--- src/rtl/pipe_ctrl_pkg.sv ---
// Scoreboard entry type, forwarding constants and configuration legality helpers
// shared by the pipeline hazard controller and its forwarding comparators.
package pipe_ctrl_pkg;

  localparam int REG_AW_MAX = 8;
  localparam int FWD_REG    = 0;

  typedef logic [REG_AW_MAX-1:0] reg_num_t;

  typedef struct packed {
    logic     valid;
    reg_num_t rd;
    reg_num_t rs;
    reg_num_t rt;
    logic     regwrite;
    logic     memread;
  } sb_entry_t;

  function automatic bit depth_ok(int depth);
    return (depth >= 3) && (depth <= 8);
  endfunction

  function automatic bit br_stage_ok(int br_stage, int depth);
    return (br_stage >= 1) && (br_stage <= depth - 1);
  endfunction

  // r0 is hard-wired, so a write to it never creates a dependency.
  function automatic logic sb_hit(sb_entry_t e, reg_num_t src, logic used);
    return used & e.valid & e.regwrite & (e.rd == src) & (e.rd != '0);
  endfunction

endpackage

--- src/rtl/pipe_fwd_match.sv ---
// Forwarding select for one EX operand: lowest producing stage >= 2 wins, 0 = register file.
// Purely combinational, zero latency; never selects a load sitting in stage 2.
module pipe_fwd_match
  import pipe_ctrl_pkg::*;
#(
  parameter int DEPTH = 3,
  parameter int SEL_W = $clog2(DEPTH)
) (
  input  sb_entry_t [DEPTH:1] sb,
  input  reg_num_t            src,
  output logic [SEL_W-1:0]    sel
);

  logic unused_sb;
  assign unused_sb = ^sb;

  // Walk from the oldest stage down so the youngest producer overrides.
  always_comb begin
    sel = SEL_W'(FWD_REG);
    for (int k = DEPTH; k >= 2; k--) begin
      if (sb_hit(sb[k], src, 1'b1) && !((k == 2) && sb[k].memread)) begin
        sel = SEL_W'(k - 1);
      end
    end
  end

endmodule

--- src/rtl/pipe_hazard_ctrl.sv ---
// Pipeline hazard controller: EX..WB scoreboard driving zero-latency stall/flush/bubble and EX
// forwarding selects plus saturating event counters; PIPE_FWD_EN enables forwarding.
module pipe_hazard_ctrl
  import pipe_ctrl_pkg::*;
#(
  parameter int REG_AW   = 5,
  parameter int DEPTH    = 3,
  parameter int BR_STAGE = 2,
  parameter int CNT_W    = 16,
  localparam int SEL_W   = $clog2(DEPTH)
) (
  input  logic              clk_i,
  input  logic              rst_n,
  input  logic              id_valid_i,
  input  logic [REG_AW-1:0] id_rs_i,
  input  logic [REG_AW-1:0] id_rt_i,
  input  logic              id_rs_used_i,
  input  logic              id_rt_used_i,
  input  logic [REG_AW-1:0] id_rd_i,
  input  logic              id_regwrite_i,
  input  logic              id_memread_i,
  input  logic              redirect_i,
  output logic              pc_write_o,
  output logic              ifid_write_o,
  output logic              ifid_flush_o,
  output logic              idex_bubble_o,
  output logic [SEL_W-1:0]  fwd_a_o,
  output logic [SEL_W-1:0]  fwd_b_o,
  output logic [CNT_W-1:0]  stall_cnt_o,
  output logic [CNT_W-1:0]  flush_cnt_o
);

  if (!depth_ok(DEPTH) || !br_stage_ok(BR_STAGE, DEPTH) || (REG_AW > REG_AW_MAX)) begin : g_cfg_err
    $error("pipe_hazard_ctrl: illegal DEPTH, BR_STAGE or REG_AW");
  end

  sb_entry_t [DEPTH:1] sb_q;
  sb_entry_t [DEPTH:1] sb_d;
  sb_entry_t           id_ent;
  reg_num_t            rs_x;
  reg_num_t            rt_x;
  logic                raw_stall;
  logic                stall;
  logic                redir;
  logic [CNT_W-1:0]    stall_cnt_q;
  logic [CNT_W-1:0]    flush_cnt_q;

  assign rs_x = REG_AW_MAX'(id_rs_i);
  assign rt_x = REG_AW_MAX'(id_rt_i);

  always_comb begin
    id_ent          = '0;
    id_ent.valid    = 1'b1;
    id_ent.rd       = REG_AW_MAX'(id_rd_i);
    id_ent.rs       = rs_x;
    id_ent.rt       = rt_x;
    id_ent.regwrite = id_regwrite_i;
    id_ent.memread  = id_memread_i;
  end

  always_comb begin
    raw_stall = 1'b0;
`ifdef PIPE_FWD_EN
    // Only a load one stage ahead and a WB producer (no RF write-through) defeat forwarding.
    raw_stall = (sb_q[1].memread &
                 (sb_hit(sb_q[1], rs_x, id_rs_used_i) | sb_hit(sb_q[1], rt_x, id_rt_used_i)))
              | sb_hit(sb_q[DEPTH], rs_x, id_rs_used_i)
              | sb_hit(sb_q[DEPTH], rt_x, id_rt_used_i);
`else
    for (int k = 1; k <= DEPTH; k++) begin
      raw_stall = raw_stall | sb_hit(sb_q[k], rs_x, id_rs_used_i)
                            | sb_hit(sb_q[k], rt_x, id_rt_used_i);
    end
`endif
  end

  // Gating with rst_n releases a pending stall or flush the moment reset asserts.
  assign redir = rst_n & redirect_i;
  assign stall = rst_n & id_valid_i & raw_stall & ~redirect_i;

  assign pc_write_o    = ~stall;
  assign ifid_write_o  = ~stall;
  assign ifid_flush_o  = redir;
  assign idex_bubble_o = stall | redir;

  always_comb begin
    sb_d    = sb_q;
    sb_d[1] = (idex_bubble_o || !id_valid_i) ? '0 : id_ent;
    for (int k = 2; k <= DEPTH; k++) begin
      sb_d[k] = sb_q[k-1];
    end
    for (int k = 1; k < BR_STAGE; k++) begin
      if (redir) sb_d[k] = '0;
    end
  end

  always_ff @(posedge clk_i or negedge rst_n) begin
    if (!rst_n) begin
      sb_q        <= '0;
      stall_cnt_q <= '0;
      flush_cnt_q <= '0;
    end else begin
      sb_q <= sb_d;
      if (stall && (stall_cnt_q != '1)) stall_cnt_q <= stall_cnt_q + CNT_W'(1);
      if (redir && (flush_cnt_q != '1)) flush_cnt_q <= flush_cnt_q + CNT_W'(1);
    end
  end

  assign stall_cnt_o = stall_cnt_q;
  assign flush_cnt_o = flush_cnt_q;

`ifdef PIPE_FWD_EN
  pipe_fwd_match #(.DEPTH(DEPTH), .SEL_W(SEL_W)) u_fwd_a (
    .sb  (sb_q),
    .src (sb_q[1].rs),
    .sel (fwd_a_o)
  );

  pipe_fwd_match #(.DEPTH(DEPTH), .SEL_W(SEL_W)) u_fwd_b (
    .sb  (sb_q),
    .src (sb_q[1].rt),
    .sel (fwd_b_o)
  );
`else
  logic unused_sb;
  assign unused_sb = ^sb_q;

  assign fwd_a_o = SEL_W'(FWD_REG);
  assign fwd_b_o = SEL_W'(FWD_REG);
`endif

endmodule
--- config.mk ---
export PLATFORM = sky130hd
export DESIGN_NAME = pipe_hazard_ctrl
export DESIGN_NICKNAME = d
export VERILOG_FILES = /design/src/rtl/pipe_ctrl_pkg.sv /design/src/rtl/pipe_fwd_match.sv /design/src/rtl/pipe_hazard_ctrl.sv
export SDC_FILE = /design/constraint.sdc
export NUM_CORES = 1
export LEC_CHECK = 0
export CORE_MARGIN = 2
export CORE_UTILIZATION = 49
export DETAILED_ROUTE_END_ITERATION = 10
export PLACE_DENSITY = 0.87
export SYNTH_ARGS = -nofsm -noshare
export SYNTH_HDL_FRONTEND = slang
export SYNTH_SLANG_ARGS = --single-unit
--- constraint.sdc ---
create_clock -name clk_i -period 2.7 [get_ports clk_i]
set_input_delay 0.54 -clock clk_i [delete_from_list [all_inputs] [get_ports clk_i]]
set_output_delay 0.54 -clock clk_i [all_outputs]
set_load 0.05 [all_outputs]
==> results of run 1 <==
worst register-to-register path: stages (launching register included):
cell and delay, ps:
dfrtp_1 390, buf_4 150, xor2_1 140, nor4_2 300
nand3_1 120, a21o_1 210, buf_4 140, buf_4 120
buf_4 140, a31oi_4 190, buf_4 180, nand4_1 110
xnor2_1 150
layout make-up:
cell class                 count  area [sq um]  area share
multi-input combinational    163          1186      0.3435
timing repair buffer          80         754.5      0.2185
clock inverter                 2         13.76    0.003986
tap                           70         87.58     0.02536
sequential                    53          1328      0.3844
clock buffer                   6         72.57     0.02101
inverter                       3         11.26    0.003261
kinds of logic after synthesis:
| group | synth area share |
|---|---|
| simple gates | 0.1755 |
| xor+xnor | 0.2002 |
| flops | 0.5227 |
| compound gates | 0.05325 |
| buf+inv | 0.02367 |
| mux | 0.01331 |
| fa+ha+maj | 0.009860 |
| other cells | 0.001478 |
per-stage QoR:
| stage | utilization | TNS (ps) | hold slack (ps) | total power [mW] |
|---|---|---|---|---|
| detailed placement | 0.6566 | -2817 | 361.0 | 1.461 |
| global placement | 0.6566 | -1451 | 360.2 | 1.440 |
| floorplan | - | 0 | 244.4 | 1.246 |
| finish | 0.6849 | 0 | 222.5 | 1.890 |
| CTS | 0.6797 | 0 | 228.1 | 1.895 |
| global route | 0.6849 | -137.8 | 230.9 | 1.980 |
sequential cells by signal, summed over array words and instances, names as in the netlist:
register / count
sb_d: 14
flush_cnt_o: 16
stall_cnt_o: 16
sb_q: 7
synthesized netlist by cell type (all sizes together):
| master | count |
|---|---|
| a21boi | 1 |
| a21o | 1 |
| a21oi | 1 |
| a31o | 2 |
| a31oi | 1 |
| and2 | 8 |
| and3 | 7 |
| and4 | 3 |
| buf | 6 |
| conb | 1 |
| dfrtp | 53 |
| ha | 2 |
| inv | 3 |
| mux2 | 3 |
| nand2 | 14 |
| nand3 | 16 |
| nand3b | 1 |
| nand4 | 9 |
| nand4b | 1 |
| nor2 | 10 |
| nor3 | 3 |
| nor4 | 7 |
| o211a | 1 |
| o211ai | 3 |
| o21ai | 2 |
| o21bai | 2 |
| or4 | 3 |
| xnor2 | 30 |
| xor2 | 28 |
what timing repair did:
action | 4_1_cts | 5_1_grt
pin swaps | 9 | 4
buffers inserted | 1 | 3
resized for setup | 17 | 2
hold endpoints to repair | 0 | 0
setup endpoints to repair | 3 | 3
routing by layer:
layer	vias to the layer above	global-route usage
met5	-	0
met2	63	0.3964
met1	992	0.2534
met4	0	0.07091
met3	8	0.04405
li1	928	-
power groups by stage:
stage | clock network, mW | logic (mW) | registers [mW]
3_3_place_gp | 0 | 0.487 | 0.952
5_1_grt | 0.483 | 0.540 | 0.957
6_report | 0.441 | 0.504 | 0.945
2_1_floorplan | 0 | 0.134 | 1.11
3_5_place_dp | 0 | 0.503 | 0.958
4_1_cts | 0.448 | 0.502 | 0.945
final timing paths:
kind | startpoint | to | slack [ps] | cells after the start
min | rst_n | flush_cnt_o[5] | 220 | 2
max reg2reg | sb_d[73] | stall_cnt_o[9] | 250 | 12
max | id_rt_i[4] | idex_bubble_o | 20 | 8
max in group asynchronous | rst_n | sb_d[74] | 2010 | 2
min reg2reg | sb_d[28] | sb_d[55] | 380 | 0
min in group clk_i | sb_d[28] | sb_d[55] | 380 | 0
==> metrics.txt, run 1 <==
Final Skew 6.363 ps; CP max stage cell dlygate4sd2_1; dominant cell type by area after synthesis dfrtp_1; Worst-path clk slew 100 ps; combinational share of power 0.267; first-pass GRT wire length 10020 um; Max clock buf depth 2; H-tree depth 2; DRC Markers 0; Core ar. 5042 sq um; total CTS buffers 5; VDD IR-drop max 0.5677 mV; commonest non-fill, non-tap cell in the layout dfrtp_1; All-Layer GR Usage 0.2163; post-synthesis sequential element count 53; Slew @ Worst Pin 513.2 ps; Die Height 75.96 um; Setup violations, final 0; placed cell count 365; f_max 373.1 MHz; I/O Buffers 57; Mapped Area 2537 sq um; ANT nets after route 0; Post-Route M1 WL 2352 um; Die Area 5770 sq um; CP max FO 3; first-iteration detailed-routing DRC count 108; RSZ-0062 raised after global routing yes; min cycle time layout 2680 ps; CTS sink cnt 53; CTS Hold Bufs 0; # fillers 356; largest net degree at the start of global routing 39; most frequent cells in the layout dfrtp_1 (52), clkdlybuf4s50_1 (42), xnor2_1 (30), xor2_1 (28), buf_4 (23); Tcrit/Tclk final 0.9926; met2 WL 3242 um; metal3 WL 284 um; sequential power share 0.500; Non-Filler Instances 377; drt via density 5.281; share of cells above drive strength 1 0.1564; Ys Warns 0; sw power 0.6554 mW; starting density of the core 0.5032; Avg Cell Area, Syn 11.43 sq um; Hold Vio Cnt, Final 0; Post-Synthesis Cells 222; CP peak stage delay 290 ps; Critical Path RT 2160 ps; Net Sw Frac 0.3467; setup ws final 20.09 ps; CTS tree yes; uppermost routed layer met4; status complete, no violations; via count 1991; Slew Viols, Final 0; DRT Pass-1 Iters 4; final instance area 3453 sq um; kind of cell adding the most delay to the critical path simple AND/OR/NAND/NOR gates; GRT overflow 0; slew margin rel. 0.6568; post-synthesis cell type count 34; share of the synthesized area in the top cell type 0.5227; placed cell area 3311 sq um; vias in the first global route 2077; Worst Path Buf+Inv 2; clock power share 0.233; clk_lat worst skew 300 ps; I/O Pins 63; dpl hpwl 4376 um; dpl ws -255.8 ps; CP Class primary input to output pin; MaxCap Viol Count 0; initial antenna violation count 0; Critical Path AT 2140 ps; DR WL/cell 15.77 um; Rows 26; crit path capture type output pin; Min-Delay Path Class primary input to asynchronous set/reset pin; Die Wd 75.96 um; Seq/Total Area, Yosys 0.5227; P_int 1.235 mW; CP cell instances dlygate4sd2_1 > xor2_1 > nor4_2 > nand3_1 > a21o_1 > o211a_1 > nand2_2 > buf_12; fin nets 331; Leak 1.539 nW; DRT Wirelength 5947 um; Worst setup SP type primary input; Synth area leaders dfrtp_1 (52%), xnor2_1 (10%), xor2_1 (9.7%), nand3_1 (3.2%), nand4_1 (2.2%); diodes inserted 0; Clock Tree Root clkbuf_8; GP Congestion 0.9110; PD cells 547.4 nW/um^2; P&R area growth vs syn 36.09%
Power figures use the tool's default switching activity.
==> run 2, diff against run 1 <==
--- a/constraint.sdc
+++ b/constraint.sdc
@@ -3,2 +3,2 @@
 set_output_delay 0.54 -clock clk_i [all_outputs]
-set_load 0.05 [all_outputs]
+set_load 0.1 [all_outputs]
==> run 2 against run 1 <==
Sequential cell count unchanged. Final area down 1.1%. Non-clock buffer count unchanged. Fmax down 0.72%. Clock skew up 3.4 ps. Hold slack better by 160 ps. Critical endpoint is now ifid_write_o. Largest cell class unchanged. Highest routed layer unchanged.
==> metrics.txt, run 2 (synthesized netlist as in run 1, its figures left out) <==
Hold Vio Cnt, Final 0; CP Class flip-flop to output pin; Clock Tree Root clkbuf_8; final core occ 0.6772; via count 1921; Critical Path RT 2160 ps; Min-Delay Path Class flip-flop to flip-flop; slew margin rel. 0.5612; Reg-to-Reg End stall_cnt_o[3]; Worst setup SP type flip-flop; I/O Buffers 57; vias in the first global route 1920; final instance area 3415 sq um; crit path capture type output pin; instance count on the critical path 6; Worst Path Buf+Inv 2; RSZ-0062 raised after global routing yes; first-iteration detailed-routing DRC count 61; Final Skew 9.782 ps; dpl hpwl 4015 um; Rows 26; GP Congestion 0.8949; first-pass GRT wire length 9232 um; most frequent cells in the layout buf_4 (54), dfrtp_1 (52), xnor2_1 (29), xor2_1 (28), nand3_1 (16); crit path launch sb_d[74]; VDD IR-drop max 0.4479 mV; CTS sink cnt 53; Die Height 75.96 um; Critical Path AT 2160 ps; largest net degree at the start of global routing 55; All-Layer GR Usage 0.1979; Setup violations, final 0; ANT nets after route 0; PD cells 622.2 nW/um^2; Die Wd 75.96 um; CP peak stage delay 540 ps; fin nets 331; # fillers 374; CTS tree yes; initial antenna violation count 0; GRT overflow 0; status complete, no violations; Tcrit/Tclk final 0.9997; commonest non-fill, non-tap cell in the layout buf_4; f_max 370.5 MHz; drt via density 5.095; kind of cell adding the most delay to the critical path compound AO/OA/AOI/OAI gates; CP max FO 4; placed cell area 3272 sq um; diodes inserted 0; Worst-path clk slew 90 ps; Total Power 2.125 mW; Non-Filler Instances 377; MaxCap Viol Count 0; reg2reg start sb_d[74]; CTS Hold Bufs 0; share of cells above drive strength 1 0.2899; Slew @ Worst Pin 658.3 ps; Slew Viols, Final 0; min cycle time layout 2699 ps; CP max stage cell or4_4; DRT Pass-1 Iters 4; starting density of the core 0.5032; Core ar. 5042 sq um; CP cell instances or4_4 > o211ai_1 > a21o_1 > buf_6 > a31o_4 > buf_12; I/O Pins 63; DR WL/cell 14.37 um; Max clock buf depth 2; Die Area 5770 sq um; H-tree depth 2; internal reg-to-reg setup slack 450 ps; clk_lat worst skew 310 ps; DRT Wirelength 5419 um; Leak 1.610 nW; crit path to ifid_write_o; placed cell count 366; P&R area growth vs syn 34.57%; total CTS buffers 5; Worst Reg-to-Reg Cells 10; DRC Markers 0
[run 2: through the flow]
step | hold WS (ps) | TNS, ps | setup slack, ps
2_1_floorplan | 244.4 | -2.622 | -2.622
3_3_place_gp | 360.4 | -2657 | -281.5
3_5_place_dp | 365.7 | -4084 | -327.2
4_1_cts | 390.5 | 0 | 12.22
5_1_grt | 400.6 | -201.9 | -77.19
6_report | 386.0 | 0 | 0.7854
[run 2: repair_timing]
action | in CTS | in global routing
pin swaps | 13 | 9
resized for setup | 24 | 10
setup buffers | 0 | 3
endpoints found under the setup margin | 3 | 3
[run 2: power by group]
group	switching [mW]	total, mW	internal (mW)
clock	0.254	0.491	0.237
combinational	0.520	0.697	0.176
sequential	0.0775	0.937	0.859
total	0.852	2.12	1.27
[run 2: worst min-delay path by stage]
stage                     depth (start not counted)  startpoint        endpoint
after floorplan                                   0       rst_n  flush_cnt_o[0]
after global placement                            0    sb_d[53]        sb_d[80]
after detailed placement                          0    sb_d[28]        sb_d[55]
after CTS                                         0    sb_d[80]        sb_q[80]
after global routing                              0    sb_d[80]        sb_q[80]
final                                             0    sb_d[80]        sb_q[80]
[run 2: per-layer routing]
layer / wire, um / part of all wire / track usage / vias to the layer above
met1: 2322 / 0.43 / 0.2452 / 929
met2: 2734 / 0.50 / 0.3384 / 53
met3: 253 / 0.047 / 0.04881 / 12
met5: 0 / 0 / 0 / -
met4: 109 / 0.020 / 0.07091 / 0
li1: - / - / - / 927
[run 2: area by class of cell]
type	instances	area, sq um	share of cell area
Clock buffer	7	96.34	0.02822
Clock inverter	1	8.758	0.002565
Inverter	3	11.26	0.003298
Multi-Input combinational cell	163	1204	0.3525
Sequential cell	53	1328	0.3888
Tap cell	70	87.58	0.02565
Timing Repair Buffer	80	679.4	0.1990
==> run 3, diff against run 2 <==
Settings changed: CORE_ASPECT_RATIO set to 0.6.
==> run 3 against run 2 <==
The run now ends with negative setup slack left. Clock skew decreased by 1.0 ps. Final area is essentially flat. Largest power group unchanged. Routed wire length is 10% higher. Fmax is 2.4% lower. Largest cell class unchanged. Critical path type unchanged. Highest routed layer unchanged.
==> metrics.txt, run 3 (synthesized netlist as in run 1, its figures left out) <==
Leak 1.612 nW; VDD IR-drop max 0.3678 mV; slew margin rel. 0.5622; Tcrit/Tclk final 1.024; CTS sink cnt 53; status finished, violations left; share of cells above drive strength 1 0.2727; clk_lat worst skew 320 ps; PD cells 621.5 nW/um^2; GP Congestion 0.9330; P&R area growth vs syn 34.66%; Die Wd 96.90 um; most frequent cells in the layout buf_4 (55), dfrtp_1 (49), xnor2_1 (30), xor2_1 (28), nand3_1 (16); All-Layer GR Usage 0.2108; RSZ-0062 raised after global routing yes; CTS tree yes; CP peak stage delay 530 ps; crit path capture type output pin; GRT overflow 0; failing checks negative setup slack; first-pass GRT wire length 9459 um; Worst-path clk slew 100 ps; final core occ 0.6794; Final Skew 8.776 ps; via count 2003; f_max 361.7 MHz; initial antenna violation count 0; DR WL/cell 15.95 um; Die Height 59.74 um; CP max stage cell or4_4; I/O Pins 63; min cycle time layout 2764 ps; Critical Path RT 2160 ps; Slew @ Worst Pin 656.6 ps; largest net degree at the start of global routing 55; ANT nets after route 0; DRC Markers 0; I/O Buffers 57; Worst setup SP type flip-flop; Clock Tree Root clkbuf_8; Core ar. 5030 sq um; vias in the first global route 1862; CTS Hold Bufs 0; total CTS buffers 5; Total Power 2.124 mW; Hold Worst Slack 389.4 ps; commonest non-fill, non-tap cell in the layout buf_4; Setup violations, final 3; Max clock buf depth 2; DRT Wirelength 5965 um; first-iteration detailed-routing DRC count 160; MaxCap Viol Count 0; CP cell instances or4_4 > o211ai_1 > nor2_1 > o21ai_1 > o211a_1 > nand2_2 > buf_12; H-tree depth 2; fin nets 332; Rows 20; Min-Delay Path Class flip-flop to flip-flop; DRT Pass-1 Iters 4; Slew Viols, Final 0; CP max FO 2; Critical Path AT 2220 ps; CP Class flip-flop to output pin; Hold Vio Cnt, Final 0; setup ws final -64.36 ps; diodes inserted 0; drt via density 5.356; dpl hpwl 4475 um; starting density of the core 0.5045; Die Area 5789 sq um; setup_tns -108.5 ps
run 3: final timing paths:
check / start / endpoint / slack (ps) / cells past startpoint
worst min-delay path: sb_d[55] / sb_q[55] / 390 / 0
worst min register to register: sb_d[55] / sb_q[55] / 390 / 0
worst max register to register: sb_d[47] / stall_cnt_o[1] / 240 / 10
worst max-delay path: sb_d[46] / idex_bubble_o / -60 / 7
max in group asynchronous: rst_n / sb_d[46] / 1840 / 2
min in group asynchronous: rst_n / stall_cnt_o[8] / 400 / 2
run 3: cell type report:
class	instances	area, sq um
clock buffers	5	68.82
clock inverters	3	28.78
fillers	370	1613
inverters	3	11.26
multi-input cells	163	1184
flip-flops and latches	53	1331
well taps	66	82.58
repair buffers	81	710.7
run 3: timing repair:
action | CTS | global route
setup endpoints to repair | 3 | 3
gates resized for setup | 14 | 3
setup buffers | 3 | 1
pin swaps | 13 | 2
run 3: metrics by stage:
stage	area (sq um)	std cells	setup WS, ps
finish	3417	374	-64.36
global route	3417	374	-130.3
CTS	3405	373	-49.94
detailed placement	3279	362	-286.8
global placement	3279	362	-204.0
floorplan	2557	225	-2.622
run 3: power by group:
part,internal [mW],switching [mW]
combinational,0.177,0.523
sequential,0.860,0.0826
clock,0.194,0.286
run 3: layer usage:
| layer | vias up | track usage | wire, um |
|---|---|---|---|
| met3 | 9 | 0.04327 | 338 |
| met4 | 0 | 0.07243 | 66 |
| met5 | - | 0 | 0 |
| met2 | 67 | 0.2966 | 2628 |
| li1 | 936 | - | - |
| met1 | 991 | 0.3245 | 2931 |
run 3: worst max-delay path: cells and delay by family (launching register included):
| family | cells | cell delay, ps |
|---|---|---|
| flops | 1 | 420 |
| buf+inv | 1 | 170 |
| compound gates | 3 | 630 |
| simple gates | 3 | 680 |
